**config.mk**
```make
export PLATFORM = sky130hd
export DESIGN_NAME = vedic_nxn_mul_pipe
export DESIGN_NICKNAME = d
export VERILOG_FILES = /design/src/rtl/vedic_nxn_mul_pipe.sv
export SDC_FILE = /design/constraint.sdc
export NUM_CORES = 1
export LEC_CHECK = 0
export BUFFER_PORTS_ARGS = -buffer_cell sky130_fd_sc_hd__buf_2
export CORE_MARGIN = 2
export CORE_UTILIZATION = 45
export CTS_CLUSTER_DIAMETER = 40
export DETAILED_ROUTE_END_ITERATION = 8
export SYNTH_ARGS = -nofsm -noshare
export SYNTH_HDL_FRONTEND = slang
export SYNTH_SLANG_ARGS = --single-unit
```
**constraint.sdc**
```tcl
create_clock -name clk -period 4 [get_ports clk]
set_clock_uncertainty 0.05 [all_clocks]
set_input_delay 0.2 -clock clk [delete_from_list [all_inputs] [get_ports clk]]
set_output_delay 0.2 -clock clk [all_outputs]
set_load 0.01 [all_outputs]
```
**src/rtl/vedic_nxn_mul_pipe.sv**
```systemverilog
// rtl/vedic_nxn_mul_pipe.sv - pipelined Urdhva-Tiryagbhyam WIDTH x WIDTH multiplier with A/B stream join
// Held operands join into an operand stage, then one registered Vedic combine level per stage.
module vedic_nxn_mul_pipe #(
  parameter int WIDTH  = 8,
  parameter int SIGNED = 0,
  parameter int USER_W = 4
) (
  input  logic                 clk,
  input  logic                 arst_n,
  input  logic [WIDTH-1:0]     s_a_tdata,
  input  logic [USER_W-1:0]    s_a_tuser,
  input  logic                 s_a_tvalid,
  output logic                 s_a_tready,
  input  logic [WIDTH-1:0]     s_b_tdata,
  input  logic                 s_b_tvalid,
  output logic                 s_b_tready,
  output logic [2*WIDTH-1:0]   m_result_tdata,
  output logic [USER_W-1:0]    m_tuser,
  output logic                 m_tvalid,
  input  logic                 m_tready
);
  localparam int L = $clog2(WIDTH);

  logic              w_en;
  logic              w_join;
  logic              w_a_hs;
  logic              w_b_hs;
  logic              w_sgn;
  logic              r_a_held;
  logic              r_b_held;
  logic [WIDTH-1:0]  r_a_data;
  logic [WIDTH-1:0]  r_b_data;
  logic [USER_W-1:0] r_a_user;
  logic [WIDTH-1:0]  r_op_a;
  logic [WIDTH-1:0]  r_op_b;
  logic [L:0]        r_vld;
  logic [L-1:0]      r_sgn;
  logic [USER_W-1:0] r_user [L+1];

  function automatic logic [3:0] f_vedic2x2(input logic [1:0] a, input logic [1:0] b);
    logic c1;
    c1 = a[1] & b[0] & a[0] & b[1];
    return {a[1] & b[1] & c1, (a[1] & b[1]) ^ c1, (a[1] & b[0]) ^ (a[0] & b[1]), a[0] & b[0]};
  endfunction

  // -2^(WIDTH-1) maps to 2^(WIDTH-1), which still fits WIDTH unsigned bits
  function automatic logic [WIDTH-1:0] f_mag(input logic [WIDTH-1:0] x);
    return (SIGNED != 0 && x[WIDTH-1]) ? -x : x;
  endfunction

  assign w_en       = !r_vld[L] || m_tready;
  assign w_join     = r_a_held && r_b_held && w_en;
  assign s_a_tready = !arst_n && (!r_a_held || w_join);
  assign s_b_tready = !arst_n && (!r_b_held || w_join);
  assign w_a_hs     = s_a_tvalid && s_a_tready;
  assign w_b_hs     = s_b_tvalid && s_b_tready;
  assign w_sgn      = (SIGNED != 0) && (r_a_data[WIDTH-1] ^ r_b_data[WIDTH-1]);

  always_ff @(posedge clk) begin
    if (arst_n) begin
      r_a_held <= 1'b0;
      r_b_held <= 1'b0;
    end else begin
      if (w_a_hs) begin
        r_a_held <= 1'b1;
        r_a_data <= s_a_tdata;
        r_a_user <= s_a_tuser;
      end else if (w_join) begin
        r_a_held <= 1'b0;
      end
      if (w_b_hs) begin
        r_b_held <= 1'b1;
        r_b_data <= s_b_tdata;
      end else if (w_join) begin
        r_b_held <= 1'b0;
      end
    end
  end

  always_ff @(posedge clk) begin
    if (w_join) begin
      r_op_a <= f_mag(r_a_data);
      r_op_b <= f_mag(r_b_data);
    end
  end

  always_ff @(posedge clk) begin
    if (arst_n) begin
      r_vld <= '0;
      r_sgn <= '0;
      for (int k = 0; k <= L; k++) r_user[k] <= '0;
    end else if (w_en) begin
      r_vld[0]  <= w_join;
      r_sgn[0]  <= w_sgn;
      r_user[0] <= r_a_user;
      for (int k = 1; k <= L; k++) begin
        r_vld[k]  <= r_vld[k-1];
        r_user[k] <= r_user[k-1];
      end
      for (int k = 1; k < L; k++) r_sgn[k] <= r_sgn[k-1];
    end
  end

  // Level k holds every (block i of A) x (block j of B) product of 2^k-bit blocks
  for (genvar k = 1; k <= L; k++) begin : g_lvl
    localparam int S   = 1 << k;
    localparam int S2  = 2 * S;
    localparam int H   = S / 2;
    localparam int N   = WIDTH / S;
    localparam bit NEG = (k == L) && (SIGNED != 0);

    logic [S2-1:0] w_pp [N*N];
    logic [S2-1:0] r_pp [N*N];

    for (genvar i = 0; i < N; i++) begin : g_row
      for (genvar j = 0; j < N; j++) begin : g_col
        if (k == 1) begin : g_leaf
          assign w_pp[i*N+j] = f_vedic2x2(r_op_a[2*i +: 2], r_op_b[2*j +: 2]);
        end else begin : g_comb
          localparam int NP = 2 * N;
          logic [S-1:0] w_ll;
          logic [S-1:0] w_lh;
          logic [S-1:0] w_hl;
          logic [S-1:0] w_hh;
          assign w_ll = g_lvl[k-1].r_pp[(2*i)*NP + 2*j];
          assign w_lh = g_lvl[k-1].r_pp[(2*i)*NP + 2*j + 1];
          assign w_hl = g_lvl[k-1].r_pp[(2*i+1)*NP + 2*j];
          assign w_hh = g_lvl[k-1].r_pp[(2*i+1)*NP + 2*j + 1];
          assign w_pp[i*N+j] = {w_hh, w_ll} + (S2'(w_hl) << H) + (S2'(w_lh) << H);
        end
      end
    end

    always_ff @(posedge clk) begin
      if (arst_n) begin
        for (int x = 0; x < N*N; x++) r_pp[x] <= '0;
      end else if (w_en) begin
        for (int x = 0; x < N*N; x++) r_pp[x] <= (NEG && r_sgn[k-1]) ? -w_pp[x] : w_pp[x];
      end
    end
  end

  assign m_result_tdata = g_lvl[L].r_pp[0];
  assign m_tuser        = r_user[L];
  assign m_tvalid       = r_vld[L];
endmodule

```
==> out/qor.yml, run 1 <==
power:
  swShare_pct: 21.54
  power_switching_mw: 0.8329
  max-vdd-ir-drop_mv: 0.3118
  powerDensity_mw_per_mm2: 416.3
  combPwrFrac_pct: 5.8
  pwr-share-seq_pct: 52.9
  intPower_mw: 3.035
  leakagePower_nw: 4.046
  p_clk_share_pct: 41.3
synth:
  synthesis.area_mm2: 0.008046
  yosys_warnings: 0
  synth_cell_type_count: 31
  syn_area_per_cell_um2: 13.50
  synth_edf_count: 164
  syn_inst: 596
  synthFlopType: "edfxtp_1"
  ys_ff_latch: 170
  async_reset_ff_share_pct: 0
  ys_seq_area_share_pct: 62.70
  synth.net_count: 690
worst_setup_path:
  max_stage_delay_ps: 550
  endpoint_kind: "flip-flop"
  start_kind: "flip-flop"
  path_class: "flip-flop to flip-flop"
  cpMaxStageDelayCell: "fa_1"
  cp.arrival_ps: 2820
  crit_buf_inv: 0
  crit_fanout: 4
  cp.required_ps: 4200
  cp_top_family: "adder cells"
  path_common_cell: "fa_1"
  crit_chain: "fa_1, ha_1, fa_1, a211oi_1, o211a_1, or4_1, a21oi_1"
global_route:
  grt_pass1_vias: 4520
  grt_max_degree: 92
  gr-total-overflow: 0
  antenna_found_initial: 0
  grt_pass1_wl_um: 22650
  globalRouteTotalUtil_pct: 16.09
clock_tree:
  htreeDepth: 4
  cts_tree: "built"
  cts_buffers: 17
  cts.path.max_buffers: 2
  cts_setup_buffers: 0
  clkLatencyLatePin_ps: 430
  cts.clk_slew.worst_paths_ps: 70
  cts.sinks: 170
  cts-root-buf: "clkbuf_16"
timing:
  slew_headroom_pct: 17.04
  final-hold-violation-count: 0
  period_share_pct: 65.38
  finalSetupTns_ps: 0
  fin_crit_ps: 2615
  setup_viol: 0
  drv_slew: 0
  grt_setup_unrepaired: "no"
  tightest_slew_ps: 1241
  max_clock_freq_ghz: 0.3824
  setup_ws_ps: 1385
route:
  route.detailed.drc: 0
  drt_iter0_drc: 290
  routedWlPerCell_um: 15.03
  via_per_inst: 4.964
  ant_nets: 0
  wirelength_um: 13420
  first_pass_iters: 4
  vias: 4433
layout:
  syn2layout_area_growth_pct: 15.46
  most-common-layout-cells: "edfxtp_1 (164), and2_1 (81), nor2_1 (59)"
  fillCellCount: 1481
  final_common_cell: "edfxtp_1"
  drive_above_1_share_pct: 12.13
  multiInputGateArea_mm2: 0.002839
  n_antenna_cell: 0
  fin_cells: 893
  seqCellArea_mm2: 0.005045
  layout.nets: 751
place:
  placed_cells: 841
  post-place-ws_ps: 1401
  gp_congestion: 0.8556
  hpwlAfterDp_um: 8455
  io_buffers: 47
status:
  outcome: "complete, no violations"
die:
  design.die.area_mm2: 0.01897
  dieHeight_um: 137.7
  design.core.area_mm2: 0.01742
  io-pin-count: 48
  num_rows: 48
  initial_core_util_pct: 46.20
  die_w_um: 137.7
hold_path:
  hold_path.class: "input pin to flip-flop"
run:
  maxCapViolCount: 0
## cell families (layout without fill, tap and decap cells)
logic type,after synthesis,count (layout),synth area share (%)
flops,170,170,62.70
fa+ha+maj,69,69,13.43
xor+xnor,32,32,3.483
buf+inv,48,120,2.239
compound gates,49,49,3.716
simple gates,228,228,14.43
## Yosys cell counts, types with 5 or more instances
library cell	n	area, µm²
fa_1	29	580.6
nor2b_1	14	87.58
o21ai_0	5	25.02
and3_1	12	75.07
edfxtp_1	164	4925
a21o_1	9	67.56
inv_1	20	75.07
dfxtp_1	6	120.1
nand2_1	47	176.4
ha_1	40	500.5
nor2_1	60	225.2
clkbuf_1	26	97.59
xor2_1	9	78.83
and2_1	81	506.7
a21oi_1	23	115.1
xnor2_1	23	201.4
## area by class of cell
type / instances / share of cell area [%]
Inverter: 20 / 0.8081
Clock buffer: 17 / 4.579
Tap cell: 225 / 3.030
Timing Repair Buffer: 70 / 5.118
Multi-Input combinational cell: 378 / 30.56
Clock inverter: 13 / 1.603
Sequential cell: 170 / 54.30
## worst reg2reg max path: stages, from the launching register on
cell	delay, ps
edfxtp_1	400
fa_1	550
ha_1	180
fa_1	240
a211oi_1	110
o211a_1	260
or4_1	510
a21oi_1	150
## routing by layer
metal | vias up | GRT usage [%] | part of all wire, %
li1 | 2172 | - | -
met1 | 2126 | 20.96 | 46
met2 | 109 | 25.54 | 47
met3 | 26 | 4.121 | 4.8
met4 | 0 | 7.143 | 2.4
met5 | - | 0 | 0
## sequential cells by signal, indices dropped and copies added, names as in the netlist
register and cells:
g_lvl.r_pp 112, r_a_data 8, r_a_held 1, r_a_user 4, r_b_data 8, r_b_held 1, r_op_a 8, r_op_b 8
r_user 16, r_vld 4
## through the flow
step           util [%]  power, mW  area [µm²]  hold slack (ps)
6_report          53.34      3.868        9290            128.7
5_1_grt           53.34      4.024        9290            150.7
4_1_cts           53.34      3.904        9290            122.6
3_5_place_dp      48.78      2.295        8496            328.1
3_3_place_gp      48.78      2.289        8496            325.9
2_1_floorplan         -      2.223        8049            248.9
## power groups by stage
stage               sequential, mW  combinational [mW]  clock, mW
floorplan                     2.08               0.147          0
global placement              2.08               0.205          0
detailed placement            2.09               0.208          0
CTS                           2.05               0.227       1.63
global route                  2.06               0.260       1.71
finish                        2.05               0.224       1.60
## final timing paths
kind                            start                    to  slack [ps]  cells past startpoint
setup reg to reg  g_lvl[2].r_pp[2][1]  g_lvl[3].r_pp[0][15]        1380                      7
setup / recovery  g_lvl[2].r_pp[2][1]  g_lvl[3].r_pp[0][15]        1380                      7
hold reg to reg           r_b_data[7]             r_op_b[7]         370                      0
hold / removal               m_tready              r_vld[2]         130                      4
## repair_timing
item                                   in CTS  in global routing
endpoints found under the hold margin      22                  0
hold buffers                               22                  0
setup endpoints to repair                   0                  0
resized for setup                           0                  0
No activity file was read; power rests on OpenSTA's default activity.
==> inputs of run 2 (changes only) <==
Settings changed: ABC_AREA set to 1.
Clock period 4 ns to 2.66 ns, I/O delays scaled along.
==> run 2 against run 1 <==
Compared with the run above: combinational power up 81%; final area up 2.8%; cell count up 19%; register-to-register slack worse by 1100 ps; hold slack worse by 20 ps; flip-flop and latch count unchanged; count of clock-buffer cells in the layout up 6; utilization down 0.33 points; maximum frequency up 8.1%; area after synthesis up 2.8%; setup slack worse by 1100 ps.
==> out/qor.yml, run 2 <==
clock_tree:
  cts_buffers: 17  # unchanged
  clkLatencyLatePin_ps: 420  # about the same
  cts.clk_slew.worst_paths_ps: 70  # about the same
  cts.sinks: 170  # unchanged
  cts.path.max_buffers: 2  # unchanged
  cts_tree: "built"
  htreeDepth: 4  # unchanged
  cts_setup_buffers: 0  # unchanged
  cts-root-buf: "clkbuf_16"
  ctsResizeCount: 0  # unchanged
layout:
  top_regs: "g_lvl.r_pp (112), r_user (16)"
  post-route-util_pct: 53.01  # -0.33 points
  drive_above_1_share_pct: 11.52  # -0.60 points
  largest-register: "g_lvl.r_pp"
  syn2layout_area_growth_pct: 15.50  # about the same
  fillCellCount: 1580  # +6.7%
  final_cell_area_mm2: 0.009554  # +2.8%
  largest_register_ffs: 112  # unchanged
  most-common-layout-cells: "edfxtp_1 (164), inv_1 (148), nor2_1 (126)"
  final_common_cell: "edfxtp_1"
  layout.nets: 914  # +22%
  n_antenna_cell: 0  # unchanged
hold_path:
  min_from: "arst_n"
  hold_path.class: "input pin to flip-flop"
  worstHoldEndpoint: "r_a_held"
  min_path_cells: 2  # -2
route:
  routedWlPerCell_um: 13.51  # -10%
  first_pass_iters: 6  # +2
  drt_iter0_drc: 218  # -25%
  route.detailed.drc: 0  # unchanged
  vias: 5039  # +14%
  via_per_inst: 4.745  # -4.4%
  ant_nets: 0  # unchanged
  wirelength_um: 14350  # +7.0%
power:
  max-vdd-ir-drop_mv: 0.4824  # +55%
  power_mw: 5.754  # +49%
  leakagePower_nw: 4.360  # +7.8%
  powerDensity_mw_per_mm2: 602.2  # +45%
timing:
  setup_ws_ps: 240.5  # -1144 ps
  slew_headroom_pct: 61.42  # +44 points
  tightest_slew_ps: 577.9  # -663.6 ps
  drv_slew: 0  # unchanged
  period_share_pct: 90.96  # +26 points
  setup_viol: 0  # unchanged
  finalSetupTns_ps: 0  # unchanged
  fin_crit_ps: 2420  # -195.8 ps
  max_clock_freq_ghz: 0.4133  # +8.1%
  final-hold-violation-count: 0  # unchanged
  grt_setup_unrepaired: "no"
place:
  gp_congestion: 0.8494  # -0.72%
  hpwlAfterDp_um: 9888  # +17%
  place_area_mm2: 0.008788  # +3.4%
  post-place-ws_ps: 242.1  # -1159 ps
  io_buffers: 47  # unchanged
die:
  die_w_um: 139.6  # +1.4%
  num_rows: 49  # +2.1%
  design.core.area_mm2: 0.01802  # +3.5%
  initial_core_util_pct: 45.89  # -0.31 points
  dieHeight_um: 139.6  # +1.4%
  design.die.area_mm2: 0.01948  # +2.7%
  io-pin-count: 48  # unchanged
synth:
  synthFlopType: "edfxtp_1"
  yosysMostFrequentCell: "edfxtp_1"
  synthAdderAreaFrac_pct: 13.07  # -0.37 points
  yosys_warnings: 0  # unchanged
  ys_ff_latch: 170  # unchanged
  synth.net_count: 838  # +21%
  synth-xor-area-share_pct: 0  # -3.5 points
  synth_commonest_cells: "edfxtp_1 (164), inv_1 (148), nor2_1 (126)"
  synth_area_leaders: "edfxtp_1 (60%), fa_1 (7.0%), inv_1 (6.7%)"
  synth_top_cell_area_share_pct: 59.54  # -1.7 points
  synth_mux_area_share_pct: 0  # unchanged
  synth_edf_count: 164  # unchanged
  async_reset_ff_share_pct: 0  # unchanged
  syn_area_per_cell_um2: 11.12  # -18%
  synth_top_cell_by_area: "edfxtp_1"
  ys_seq_area_share_pct: 60.99  # -1.7 points
  synth_compound_area_share_pct: 4.523  # +0.81 points
  synth_cell_type_count: 28  # -9.7%
  synthesis.area_mm2: 0.008272  # +2.8%
  synth_simple_gate_area_share_pct: 13.28  # -1.1 points
  syn_inst: 744  # +25%
  synth_top_family_by_area: "simple AND/OR/NAND/NOR gates"
worst_setup_path:
  path_class: "flip-flop to flip-flop"
  start_kind: "flip-flop"
  path_common_cell: "nand2_1"
  endpoint_kind: "flip-flop"
  r2r_start: "g_lvl[2].r_pp[2][1]"
  r2r_slack_ps: 240  # -1140 ps
  reg2regPathDepth: 11  # +4
  cpMaxStageDelayCell: "fa_1"
  reg2reg_to: "g_lvl[3].r_pp[0][13]"
  cp.arrival_ps: 2560  # -260 ps
  crit_chain: "fa_1, ha_1, fa_1, nand2_1, nand3_1, nand2_1, inv_1, nand2_1, nand3_1, nand2_1, nor2_1"
  max_stage_delay_ps: 490  # -60 ps
  cp.required_ps: 2800  # -1400 ps
  crit_fanout: 4  # unchanged
global_route:
  grt_max_degree: 77  # -16%
  gr-total-overflow: 0  # unchanged
  globalRouteTotalUtil_pct: 15.76  # -0.33 points
  antenna_found_initial: 0  # unchanged
  grt_pass1_vias: 5000  # +11%
  grt_pass1_wl_um: 24060  # +6.2%
run:
  maxCapViolCount: 0  # unchanged
status:
  outcome: "complete, no violations"
[run 2: worst max-delay path, delay by kind of cell (launching register included)]
kind / cells / cell delay, ps
adder cells (fa/ha/maj): 3 / 1180
flip-flops: 1 / 390
buffers and inverters: 1 / 60
AND/OR/NAND/NOR: 7 / 490
[run 2: area by class of cell]
cell class                      count  area (µm²)  share of cell area, %
Multi-Input combinational cell    403        2566                  26.86
Sequential cell                   170        5045                  52.80
Tap cell                          229       286.5                  2.999
Inverter                          150       563.0                  5.893
Clock buffer                       23       479.2                  5.016
Clock inverter                      9       66.31                 0.6941
Timing Repair Buffer               78       548.0                  5.736
[run 2: worst max-delay path by stage]
stage,start,endpoint,slack [ps],cells past startpoint
after floorplan,r_vld[3],g_lvl[1].r_pp[0][0],50,3
after global placement,g_lvl[2].r_pp[2][1],g_lvl[3].r_pp[0][13],280,11
after detailed placement,g_lvl[2].r_pp[2][1],g_lvl[3].r_pp[0][13],240,11
after CTS,g_lvl[2].r_pp[2][1],g_lvl[3].r_pp[0][13],250,11
after global routing,g_lvl[2].r_pp[2][1],g_lvl[3].r_pp[0][13],100,11
final,g_lvl[2].r_pp[2][1],g_lvl[3].r_pp[0][13],240,11
[run 2: logic make-up after synthesis]
group	Yosys count
simple gates	262
buf+inv	171
flops	170
compound gates	72
fa+ha+maj	69
[run 2: layer usage]
metal	track usage, %	up-vias	part of all wire, %
li1	-	2554	-
met1	19.88	2322	44
met2	26.24	138	49
met3	3.889	25	4.6
met4	6.421	0	2.2
met5	0	-	0
[run 2: what timing repair did]
item                                    CTS  global route
hold buffers                             22             0
endpoints found under the setup margin    0             0
endpoints found under the hold margin    22             0
[run 2: stage by stage]
| step | hold WS (ps) | std cells |
|---|---|---|
| 3_3_place_gp | 259.2 | 1008 |
| 3_5_place_dp | 261.1 | 1008 |
| 6_report | 108.4 | 1062 |
| 4_1_cts | 95.22 | 1062 |
| 2_1_floorplan | 181.9 | 744 |
| 5_1_grt | 131.9 | 1062 |
[run 2: report_power, final]
group	switching [mW]	total, mW	internal, mW	leakage (nW)
Sequential	0.0524	3.09	3.04	1.92
Clock	0.983	2.26	1.28	0.255
Combinational	0.238	0.406	0.167	2.19
Total	1.27	5.75	4.48	4.36
==> inputs of run 3 (changes only) <==
--- a/config.mk
+++ b/config.mk
@@ -9,5 +9,6 @@
 export BUFFER_PORTS_ARGS = -buffer_cell sky130_fd_sc_hd__buf_2
-export CORE_MARGIN = 2
+export CORE_MARGIN = 5
 export CORE_UTILIZATION = 45
 export CTS_CLUSTER_DIAMETER = 40
+export CTS_CLUSTER_SIZE = 28
 export DETAILED_ROUTE_END_ITERATION = 8
==> constraint.sdc (replaced) <==
create_clock -name clk -period 2.66 [get_ports clk]
set_clock_uncertainty 0.05 [all_clocks]
set_input_delay 0.399 -clock clk [delete_from_list [all_inputs] [get_ports clk]]
set_output_delay 0.399 -clock clk [all_outputs]
set_load 0.01 [all_outputs]
==> run 3 against run 2 <==
Compared with the run above: power increased by 0.84%; critical path depth unchanged; sequential power barely moved; global-route usage shrank 1.6 points; maximum frequency decreased by 0.33%; first-iteration DRC count is 51% higher; clock power up 4%; via count shrank 0.56%; die area is 8.8% higher; setup slack lost 8.0 ps; flip-flop and latch count did not move; largest power group unchanged.
==> out/qor.yml, run 3 (synthesis gave the netlist of run 2 again) <==
die:
  design.die.area_mm2: 0.02119  # +8.8%
  initial_core_util_pct: 45.89  # unchanged
  design.core.area_mm2: 0.01802  # unchanged
  die_w_um: 145.6  # +4.3%
  dieHeight_um: 145.6  # +4.3%
  num_rows: 49  # unchanged
  io-pin-count: 48  # unchanged
worst_setup_path:
  start_kind: "flip-flop"
  path_class: "flip-flop to flip-flop"
  cpMaxStageDelayCell: "fa_1"
  max_stage_delay_ps: 490  # about the same
  cp-startpoint: "g_lvl[2].r_pp[2][1]"
  r2r_start: "g_lvl[2].r_pp[2][1]"
  crit_buf_inv: 1  # unchanged
  cp.arrival_ps: 2560  # about the same
  cp.required_ps: 2790  # about the same
  path_common_cell: "nand2_1"
  crit_chain: "fa_1, ha_1, fa_1, nand2_1, nand3_1, nand2_1, inv_1, nand2_1, nand3_1, nand2_1, nor2_1"
  crit_fanout: 4  # unchanged
  endpoint_kind: "flip-flop"
  cp_top_family: "adder cells"
route:
  route.detailed.drc: 0  # unchanged
  first_pass_iters: 5  # -1
  vias: 5011  # -0.56%
  drt_iter0_drc: 330  # +51%
  via_per_inst: 4.809  # +1.4%
  ant_nets: 0  # unchanged
  wirelength_um: 14130  # -1.5%
  routedWlPerCell_um: 13.56  # +0.36%
layout:
  drive_above_1_share_pct: 12.42  # +0.90 points
  n_antenna_cell: 0  # unchanged
  most-common-layout-cells: "edfxtp_1 (164), inv_1 (148), nor2_1 (126)"
  final_common_cell: "edfxtp_1"
  top_regs: "g_lvl.r_pp (112), r_user (16)"
  largest-register: "g_lvl.r_pp"
  syn2layout_area_growth_pct: 13.25
  largest_register_ffs: 112  # unchanged
  layout.nets: 894  # -2.2%
clock_tree:
  cts.path.max_buffers: 2  # unchanged
  cts.clk_slew.worst_paths_ps: 70  # about the same
  cts.sinks: 170  # unchanged
  cts_buffers: 17  # unchanged
  cts_setup_buffers: 0  # unchanged
  htreeDepth: 4  # unchanged
  clkLatencyLatePin_ps: 420  # about the same
  cts-root-buf: "clkbuf_16"
  cts_tree: "built"
  ctsResizeCount: 0  # unchanged
  hold_buffers: 0  # -100%
power:
  combPwrFrac_pct: 6.5  # -0.5 points
  pwr-share-seq_pct: 53.2  # -0.5 points
  max-vdd-ir-drop_mv: 0.4517  # -6.4%
  intPower_mw: 4.484  # +0.12%
  leakagePower_nw: 4.288  # -1.6%
  swShare_pct: 22.71  # +0.56 points
  power_switching_mw: 1.318  # +3.4%
  p_clk_share_pct: 40.3  # +1.0 points
  powerDensity_mw_per_mm2: 619.4  # +2.8%
hold_path:
  min_from: "s_b_tdata[1]"
  hold_path.class: "input pin to flip-flop"
timing:
  period_share_pct: 91.26  # +0.30 points
  hold_ws_ps: 98.56  # -9.849 ps
  grt_setup_unrepaired: "no"
  tightest_slew_ps: 645.0  # +67.13 ps
  slew_headroom_pct: 57.00  # -4.4 points
  setup_viol: 0  # unchanged
  final-hold-violation-count: 0  # unchanged
  drv_slew: 0  # unchanged
  fin_crit_ps: 2428  # +7.994 ps
  finalSetupTns_ps: 0  # unchanged
  max_clock_freq_ghz: 0.4119  # -0.33%
place:
  hpwlAfterDp_um: 10260  # +3.8%
  gp_congestion: 0.8516  # +0.26%
  io_buffers: 47  # unchanged
global_route:
  antenna_found_initial: 0  # unchanged
  globalRouteTotalUtil_pct: 14.20  # -1.6 points
  grt_max_degree: 50  # -35%
  gr-total-overflow: 0  # unchanged
  grt_pass1_vias: 5149  # +3.0%
  grt_pass1_wl_um: 24460  # +1.7%
run:
  maxCapViolCount: 0  # unchanged
status:
  outcome: "complete, no violations"
==> run 3: final timing paths <==
path                                              to  slack [ps]  cells past startpoint
worst max-delay path            g_lvl[3].r_pp[0][13]         230                     11
worst min-delay path                     r_b_data[1]         100                      1
worst max register to register  g_lvl[3].r_pp[0][13]         230                     11
worst min register to register             r_op_a[0]         370                      0
==> run 3: worst register-to-register path, cell delays in order, from the launching register on <==
cell and delay [ps]:
edfxtp_1 400, fa_1 490, ha_1 260, fa_1 430, nand2_1 100, nand3_1 70
nand2_1 80, inv_1 70, nand2_1 70, nand3_1 70, nand2_1 60, nor2_1 40
==> run 3: through the flow <==
| step | power, mW | utilization [%] | cells | cell area [µm²] | setup slack, ps |
|---|---|---|---|---|---|
| 5_1_grt | 6.047 | 51.97 | 1042 | 9368 | 44.12 |
| 3_3_place_gp | 3.511 | 48.84 | 1010 | 8803 | 288.8 |
| 4_1_cts | 5.870 | 51.97 | 1042 | 9368 | 223.8 |
| 2_1_floorplan | 3.401 | - | 744 | 8279 | 305.4 |
| 6_report | 5.802 | 51.97 | 1042 | 9368 | 232.5 |
| 3_5_place_dp | 3.524 | 48.84 | 1010 | 8803 | 219.7 |
==> run 3: power groups by stage <==
stage	Clock, mW	Combinational, mW	Sequential, mW
after detailed placement	0	0.377	3.15
after global routing	2.51	0.442	3.10
final	2.34	0.376	3.09
after global placement	0	0.368	3.14
after CTS	2.40	0.382	3.09
after floorplan	0	0.265	3.14
==> run 3: final cells by class <==
type | count | area (µm²)
fill | 1574 | 8657
sequential | 170 | 5045
multi-input combinational | 403 | 2566
inverter | 150 | 563.0
clock buffer | 18 | 429.2
timing repair buffer | 58 | 342.8
tap | 229 | 286.5
clock inverter | 14 | 135.1
==> run 3: metal layers <==
layer | global-route usage (%) | wire [µm] | vias up
li1 | - | - | 2522
met1 | 18.39 | 6319 | 2347
met2 | 23.62 | 6972 | 126
met3 | 3.332 | 623 | 16
met4 | 4.804 | 217 | 0
met5 | 0 | 0 | -
